[src/rtl/video_pkg.sv]
// Shared video constants and receiver state encoding.
package video_pkg;

    localparam int VID_H_ACTIVE = 640;
    localparam int VID_V_ACTIVE = 480;
    localparam int GREY_W       = 8;

    typedef enum logic [1:0] {
        ST_SEARCH = 2'd0,
        ST_ALIGN  = 2'd1,
        ST_LOCKED = 2'd2
    } vtr_state_e;

endpackage

[src/rtl/vtr_edge_detect.sv]
// Registers DE/VSYNC once and flags the VSYNC falling edge and DE falling edge.
module vtr_edge_detect (
    input  logic clk_i,
    input  logic rst_i,
    input  logic de_i,
    input  logic vsync_i,
    output logic de_fall_o,
    output logic vs_start_o
);

    logic de_q;
    logic vs_q;

    // vs_q resets low so an idle-high or mid-pulse VSYNC never yields a false start
    always_ff @(posedge clk_i) begin
        if (rst_i) begin
            de_q <= 1'b0;
            vs_q <= 1'b0;
        end else begin
            de_q <= de_i;
            vs_q <= vsync_i;
        end
    end

    assign de_fall_o  = de_q & ~de_i;
    assign vs_start_o = vs_q & ~vsync_i;

endmodule

[src/rtl/video_timing_receiver.sv]
// Sink-side timing checker and single-frame grey capture engine.
// Optional running checksum output FRAME_SUM when VTR_CHECKSUM_EN is defined.
module video_timing_receiver
    import video_pkg::*;
#(
    parameter int H_ACTIVE      = VID_H_ACTIVE,
    parameter int V_ACTIVE      = VID_V_ACTIVE,
    parameter int LOCK_LOSS     = 2,
    parameter int FRAME_TIMEOUT = 500000,
    parameter int ADDR_W        = 19
) (
    input  logic              CLK_PX,
    input  logic              RST,
    input  logic              DE,
    input  logic              HSYNC,
    input  logic              VSYNC,
    input  logic [23:0]       PX,
    input  logic              CAPTURE_REQ,
    output logic              CAPTURE_BUSY,
    output logic              FRAME_DONE,
    output logic              CAPTURE_ERR,
    output logic              WR_EN,
    output logic [ADDR_W-1:0] WR_ADDR,
    output logic [7:0]        WR_DATA,
    output logic [9:0]        PX_X,
    output logic [9:0]        PX_Y,
    output logic              LOCKED,
    output logic              ERR_LINE,
    output logic              ERR_FRAME
`ifdef VTR_CHECKSUM_EN
    ,
    output logic [23:0]       FRAME_SUM
`endif
);

    localparam int TMO_W = $clog2(FRAME_TIMEOUT + 1);
    localparam int BAD_W = $clog2(LOCK_LOSS + 1);
    localparam logic [10:0]      H_ACT_C = 11'(H_ACTIVE);
    localparam logic [9:0]       V_ACT_C = 10'(V_ACTIVE);
    localparam logic [TMO_W-1:0] TMO_C   = TMO_W'(FRAME_TIMEOUT);
    localparam logic [BAD_W-1:0] LOSS_C  = BAD_W'(LOCK_LOSS);

    logic vs_start;
    logic de_fall;

    vtr_edge_detect u_edge (
        .clk_i      (CLK_PX),
        .rst_i      (RST),
        .de_i       (DE),
        .vsync_i    (VSYNC),
        .de_fall_o  (de_fall),
        .vs_start_o (vs_start)
    );

    // HSYNC carries no timing information here; upper colour bits are not captured
    logic unused_inputs;
    assign unused_inputs = ^{HSYNC, PX[23:GREY_W]};

    vtr_state_e         state_q, state_d;
    logic [10:0]        cnt_x_q, cnt_x_d;
    logic [9:0]         cnt_y_q, cnt_y_d;
    logic               line_bad_q, line_bad_d;
    logic [BAD_W-1:0]   bad_q, bad_d;
    logic [TMO_W-1:0]   tmo_q, tmo_d;
    logic               pend_q, pend_d;
    logic               armed_q, armed_d;
    logic [ADDR_W-1:0]  wa_q, wa_d;
    logic               locked_q, locked_d;
    logic               err_line_q, err_line_d;
    logic               err_frame_q, err_frame_d;
    logic               done_q, done_d;
    logic               cerr_q, cerr_d;
    logic               wr_en_q, wr_en_d;
    logic [ADDR_W-1:0]  wr_addr_q, wr_addr_d;
    logic [GREY_W-1:0]  wr_data_q, wr_data_d;
    logic [9:0]         px_x_q, px_x_d;
    logic [9:0]         px_y_q, px_y_d;
`ifdef VTR_CHECKSUM_EN
    logic [23:0]        sum_q, sum_d;
`endif

    logic             line_mis;
    logic             frame_good;
    logic             tmo_hit;
    logic             stay_locked;
    logic [BAD_W-1:0] bad_inc;

    always_comb begin
        state_d     = state_q;
        cnt_x_d     = cnt_x_q;
        cnt_y_d     = cnt_y_q;
        line_bad_d  = line_bad_q;
        bad_d       = bad_q;
        tmo_d       = tmo_q;
        pend_d      = pend_q;
        armed_d     = armed_q;
        wa_d        = wa_q;
        err_line_d  = 1'b0;
        err_frame_d = 1'b0;
        done_d      = 1'b0;
        cerr_d      = 1'b0;
        wr_en_d     = 1'b0;
        wr_addr_d   = wr_addr_q;
        wr_data_d   = wr_data_q;
        px_x_d      = px_x_q;
        px_y_d      = px_y_q;
`ifdef VTR_CHECKSUM_EN
        sum_d       = sum_q;
`endif

        line_mis   = de_fall && (cnt_x_q != H_ACT_C);
        frame_good = (cnt_y_q == V_ACT_C) && !line_bad_q;
        tmo_hit    = (tmo_q == TMO_C);
        bad_inc    = bad_q + BAD_W'(1);

        if (de_fall)
            cnt_x_d = '0;
        else if (DE && cnt_x_q != '1)
            cnt_x_d = cnt_x_q + 11'd1;

        if (vs_start)
            cnt_y_d = '0;
        else if (de_fall && cnt_y_q != '1)
            cnt_y_d = cnt_y_q + 10'd1;

        if (vs_start)
            line_bad_d = 1'b0;
        else if (line_mis)
            line_bad_d = 1'b1;

        if (vs_start)
            tmo_d = '0;
        else if (!tmo_hit)
            tmo_d = tmo_q + TMO_W'(1);

        case (state_q)
            ST_SEARCH: if (vs_start) state_d = ST_ALIGN;
            ST_ALIGN:  if (vs_start && frame_good) state_d = ST_LOCKED;
            ST_LOCKED: begin
                if (vs_start) begin
                    if (frame_good)
                        bad_d = '0;
                    else if (bad_inc >= LOSS_C)
                        state_d = ST_SEARCH;
                    else
                        bad_d = bad_inc;
                end
            end
            default:   state_d = ST_SEARCH;
        endcase

        if (tmo_hit && state_q != ST_SEARCH)
            state_d = ST_SEARCH;
        if (state_d != ST_LOCKED)
            bad_d = '0;

        locked_d    = (state_d == ST_LOCKED);
        err_line_d  = (state_q == ST_LOCKED) && line_mis;
        err_frame_d = (state_q == ST_LOCKED) && vs_start && (cnt_y_q != V_ACT_C);
        stay_locked = (state_q == ST_LOCKED) && (state_d == ST_LOCKED);

        // Abort wins over completion and over any write in the same cycle
        if (armed_q) begin
            if (!stay_locked) begin
                armed_d = 1'b0;
                cerr_d  = 1'b1;
            end else if (vs_start) begin
                armed_d = 1'b0;
                done_d  = 1'b1;
            end else if (DE && cnt_x_q < H_ACT_C && cnt_y_q < V_ACT_C) begin
                wr_en_d   = 1'b1;
                wr_addr_d = wa_q;
                wa_d      = wa_q + ADDR_W'(1);
                wr_data_d = PX[GREY_W-1:0];
                px_x_d    = cnt_x_q[9:0];
                px_y_d    = cnt_y_q;
`ifdef VTR_CHECKSUM_EN
                sum_d     = sum_q + 24'(PX[GREY_W-1:0]);
`endif
            end
        end else if (pend_q && vs_start && stay_locked) begin
            armed_d = 1'b1;
            pend_d  = 1'b0;
            wa_d    = '0;
`ifdef VTR_CHECKSUM_EN
            sum_d   = '0;
`endif
        end else if (CAPTURE_REQ && !pend_q) begin
            pend_d = 1'b1;
        end
    end

    always_ff @(posedge CLK_PX) begin
        if (RST) begin
            state_q     <= ST_SEARCH;
            cnt_x_q     <= '0;
            cnt_y_q     <= '0;
            line_bad_q  <= 1'b0;
            bad_q       <= '0;
            tmo_q       <= '0;
            pend_q      <= 1'b0;
            armed_q     <= 1'b0;
            wa_q        <= '0;
            locked_q    <= 1'b0;
            err_line_q  <= 1'b0;
            err_frame_q <= 1'b0;
            done_q      <= 1'b0;
            cerr_q      <= 1'b0;
            wr_en_q     <= 1'b0;
            wr_addr_q   <= '0;
            wr_data_q   <= '0;
            px_x_q      <= '0;
            px_y_q      <= '0;
`ifdef VTR_CHECKSUM_EN
            sum_q       <= '0;
`endif
        end else begin
            state_q     <= state_d;
            cnt_x_q     <= cnt_x_d;
            cnt_y_q     <= cnt_y_d;
            line_bad_q  <= line_bad_d;
            bad_q       <= bad_d;
            tmo_q       <= tmo_d;
            pend_q      <= pend_d;
            armed_q     <= armed_d;
            wa_q        <= wa_d;
            locked_q    <= locked_d;
            err_line_q  <= err_line_d;
            err_frame_q <= err_frame_d;
            done_q      <= done_d;
            cerr_q      <= cerr_d;
            wr_en_q     <= wr_en_d;
            wr_addr_q   <= wr_addr_d;
            wr_data_q   <= wr_data_d;
            px_x_q      <= px_x_d;
            px_y_q      <= px_y_d;
`ifdef VTR_CHECKSUM_EN
            sum_q       <= sum_d;
`endif
        end
    end

    assign CAPTURE_BUSY = pend_q | armed_q;
    assign FRAME_DONE   = done_q;
    assign CAPTURE_ERR  = cerr_q;
    assign WR_EN        = wr_en_q;
    assign WR_ADDR      = wr_addr_q;
    assign WR_DATA      = wr_data_q;
    assign PX_X         = px_x_q;
    assign PX_Y         = px_y_q;
    assign LOCKED       = locked_q;
    assign ERR_LINE     = err_line_q;
    assign ERR_FRAME    = err_frame_q;
`ifdef VTR_CHECKSUM_EN
    assign FRAME_SUM    = sum_q;
`endif

endmodule

[config.mk]
export PLATFORM = sky130hd
export DESIGN_NAME = video_timing_receiver
export DESIGN_NICKNAME = d
export VERILOG_FILES = /design/src/rtl/video_pkg.sv /design/src/rtl/vtr_edge_detect.sv /design/src/rtl/video_timing_receiver.sv
export SDC_FILE = /design/constraint.sdc
export NUM_CORES = 1
export LEC_CHECK = 0
export ABC_AREA = 1
export CAP_MARGIN = 20
export CORE_MARGIN = 1
export CORE_UTILIZATION = 54
export DETAILED_ROUTE_END_ITERATION = 8
export PLACE_DENSITY = 0.8
export SLEW_MARGIN = 30
export SYNTH_ARGS = -nofsm -noshare
export SYNTH_HDL_FRONTEND = slang
export SYNTH_HIERARCHICAL = 1
export SYNTH_SLANG_ARGS = --single-unit
[constraint.sdc]
create_clock -name CLK_PX -period 2.28 [get_ports CLK_PX]
set_clock_uncertainty 0.2 [all_clocks]
set_input_delay 0.456 -clock CLK_PX [delete_from_list [all_inputs] [get_ports CLK_PX]]
set_output_delay 0.456 -clock CLK_PX [all_outputs]
set_load 0.02 [all_outputs]
==> metrics <==
vias per inst 5.74; row cnt 37; final setup fails 0; Core Region 10,200 µm²; PD cells 695 nW/µm²; number of I/O pins 84; count of pins over their slew limit 0; CTS buffer count 17; Core Util, Final 0.720; Final TNS setup 0 ns; syn_area_per_cell 7.39 µm²; status finished, final reports clean; die area 10,900 µm²; RSZ-0062 raised after global routing true; Synth warnings 6; final hold vios 0; layout cells sized above 1 0.136; Buf+Inv Stages, Crit Path 3; crit share post-route 0.964; Synth top area share 0.428; Chip Width 104 µm; post-place setup slack -0.273 ns; Worst Tran Pin Value 0.550 ns; Synth Register Bits 121; post-route ant nets 0; Post-synth EDFFs 0; Clock Latency Late Sink 0.52 ns; HP Class in2reg; Max Freq 455 MHz; Post-synth top flop dfxtp_1; via count 5,754; Syn Nets 803; Root Driver clkbuf_8; maxcap violations 0; routed wl met2 7920 µm; initial antenna violation count 0; DRT iter0 DRCs 388; worst vdd ir 0.532 mV; H-Tree Depth 4; area grow syn2layout 30.1%; Routed WL per cell 15.4 µm; GP Congestion 0.891; Synth top cells by count nand2_1, dfxtp_1, a21oi_1; crit-path max FO 14; fin worst setup slack 0.0812 ns; largest net degree at the start of global routing 59; sequential share of the synthesized area 0.428; fin crit period 2.20 ns; I/O Buffers 66; crit-path cells inv_2 > ha_1 > nand2_1 > nor2_2 > nand3_2 > nor2_4 > nand2_4 > nand2_4 > nand4_4 > buf_12 > clkbuf_16 > nand3_1 > a21oi_2; Slowest-stage cell, CP dfxtp_2; critical path's largest stage delay 0.35 ns; leakage dissipation 2.55 nW; top sig layer met4; dominant cells by area after synthesis dfxtp_1, nand2_1, a21oi_1; DP HPWL 9540 µm; wire length on met3 960 µm; Worst Path Arrival 2.38 ns; fin area 7360 µm²; crit-path most repeated cell nand2_4; most frequent cell after synthesis nand2_1; Critical Path RT 2.46 ns; Routed WL 15,500 µm; antenna cells 0; DRC Markers 0; Netlist Area Pre-Place 5660 µm²; synth unique cells 39; Async S/R FF share, synth 0; Clk pin slew, worst setup/hold paths 0.06 ns; wl on met1 6190 µm; total gr overflow 0; Starting Density 0.553; Placement Cell Area 6570 µm²; critical path type reg2reg; Nets 891; Synth Instances 766; first-pass GRT wire length 24,400 µm; largest buffer count on any clock path 2; vias in the first global route 5,496; First-pass DRT Iterations 6; Hold-fix buffers, CTS 0; TritonCTS clock tree yes; Top delay family on crit path simple AND/OR/NAND/NOR gates; worst rel slew slack 0.633; CP Launch Type register; clock tree sinks 121; Critical Path End Type register; total track usage 0.273; Synth area leader dfxtp_1; Die Height 104 µm
kinds of logic after synthesis:
kind of cell / Yosys count / synth area share
flip-flops: 121 / 0.428
buffers and inverters: 118 / 0.0869
adder cells (fa/ha/maj): 7 / 0.0155
AND/OR/NAND/NOR: 375 / 0.315
AO/OA/AOI/OAI: 121 / 0.118
XOR/XNOR: 24 / 0.0371
report_power, final:
group / internal [W] / total (W) / switching (W)
clock: 0.00182 / 0.00283 / 0.00101
combinational: 0.0000555 / 0.000148 / 0.0000922
sequential: 0.00213 / 0.00214 / 0.0000136
repair_timing:
item | 4_1_cts | 5_1_grt
cloned | 0 | 4
setup buffers | 0 | 5
setup endpoints to repair | 1 | 74
pin swaps | 0 | 5
resized for setup | 1 | 15
per-layer routing:
| metal | GRT usage | up-vias |
|---|---|---|
| met5 | 0 | - |
| met4 | 0.129 | 0 |
| met3 | 0.0508 | 55 |
| met2 | 0.480 | 230 |
| met1 | 0.318 | 2713 |
| li1 | - | 2756 |
state kept, by name, summed over array words and instances (netlist names), 2 cells and up:
signal,count
WR_DATA,8
cnt_y_q,10
tmo_q,19
PX_X,10
wa_q,19
state_q,2
WR_ADDR,19
cnt_x_q,11
bad_q,2
PX_Y,10
through the flow:
step	total power (W)	std cells	hold slack, ns
floorplan	0.00226	766	0.239
global placement	0.00232	962	0.248
detailed placement	0.00233	962	0.249
CTS	0.00513	994	0.00744
global route	0.00524	1003	0.0152
finish	0.00512	1003	0.0209
final cells by class:
type	instances	area, µm²
inverter	77	289
clock inverter	13	193
tap	136	170
fill	719	2870
timing repair buffer	109	1050
clock buffer	19	432
multi-input combinational	528	2810
sequential	121	2420
cells in the final DEF (no fill, tap or decap), types with 23 or more instances in the layout:
master / n
clkdlybuf4s50_1: 64
buf_4: 36
nand4_1: 62
dfxtp_1: 119
a21oi_1: 89
nor3_1: 23
xor2_1: 23
nand3_1: 44
nor2_1: 65
inv_1: 71
nand2_1: 144
path summary, 6_finish.rpt:
| kind | to | startpoint | cells past startpoint | slack (ns) |
|---|---|---|---|---|
| setup reg to reg | wa_q[10]$_SDFFE_PP0P_ | cnt_y_q[0]$_SDFFE_PP0P_ | 13 | 0.08 |
| hold / removal | PX_Y[2]$_SDFFE_PP0P_ | RST | 2 | 0.02 |
| hold reg to reg | PX_Y[9]$_SDFFE_PP0P_ | PX_Y[9]$_SDFFE_PP0P_ | 2 | 0.26 |
| setup / recovery | wa_q[10]$_SDFFE_PP0P_ | cnt_y_q[0]$_SDFFE_PP0P_ | 13 | 0.08 |
No activity file was read; power rests on OpenSTA's default activity.
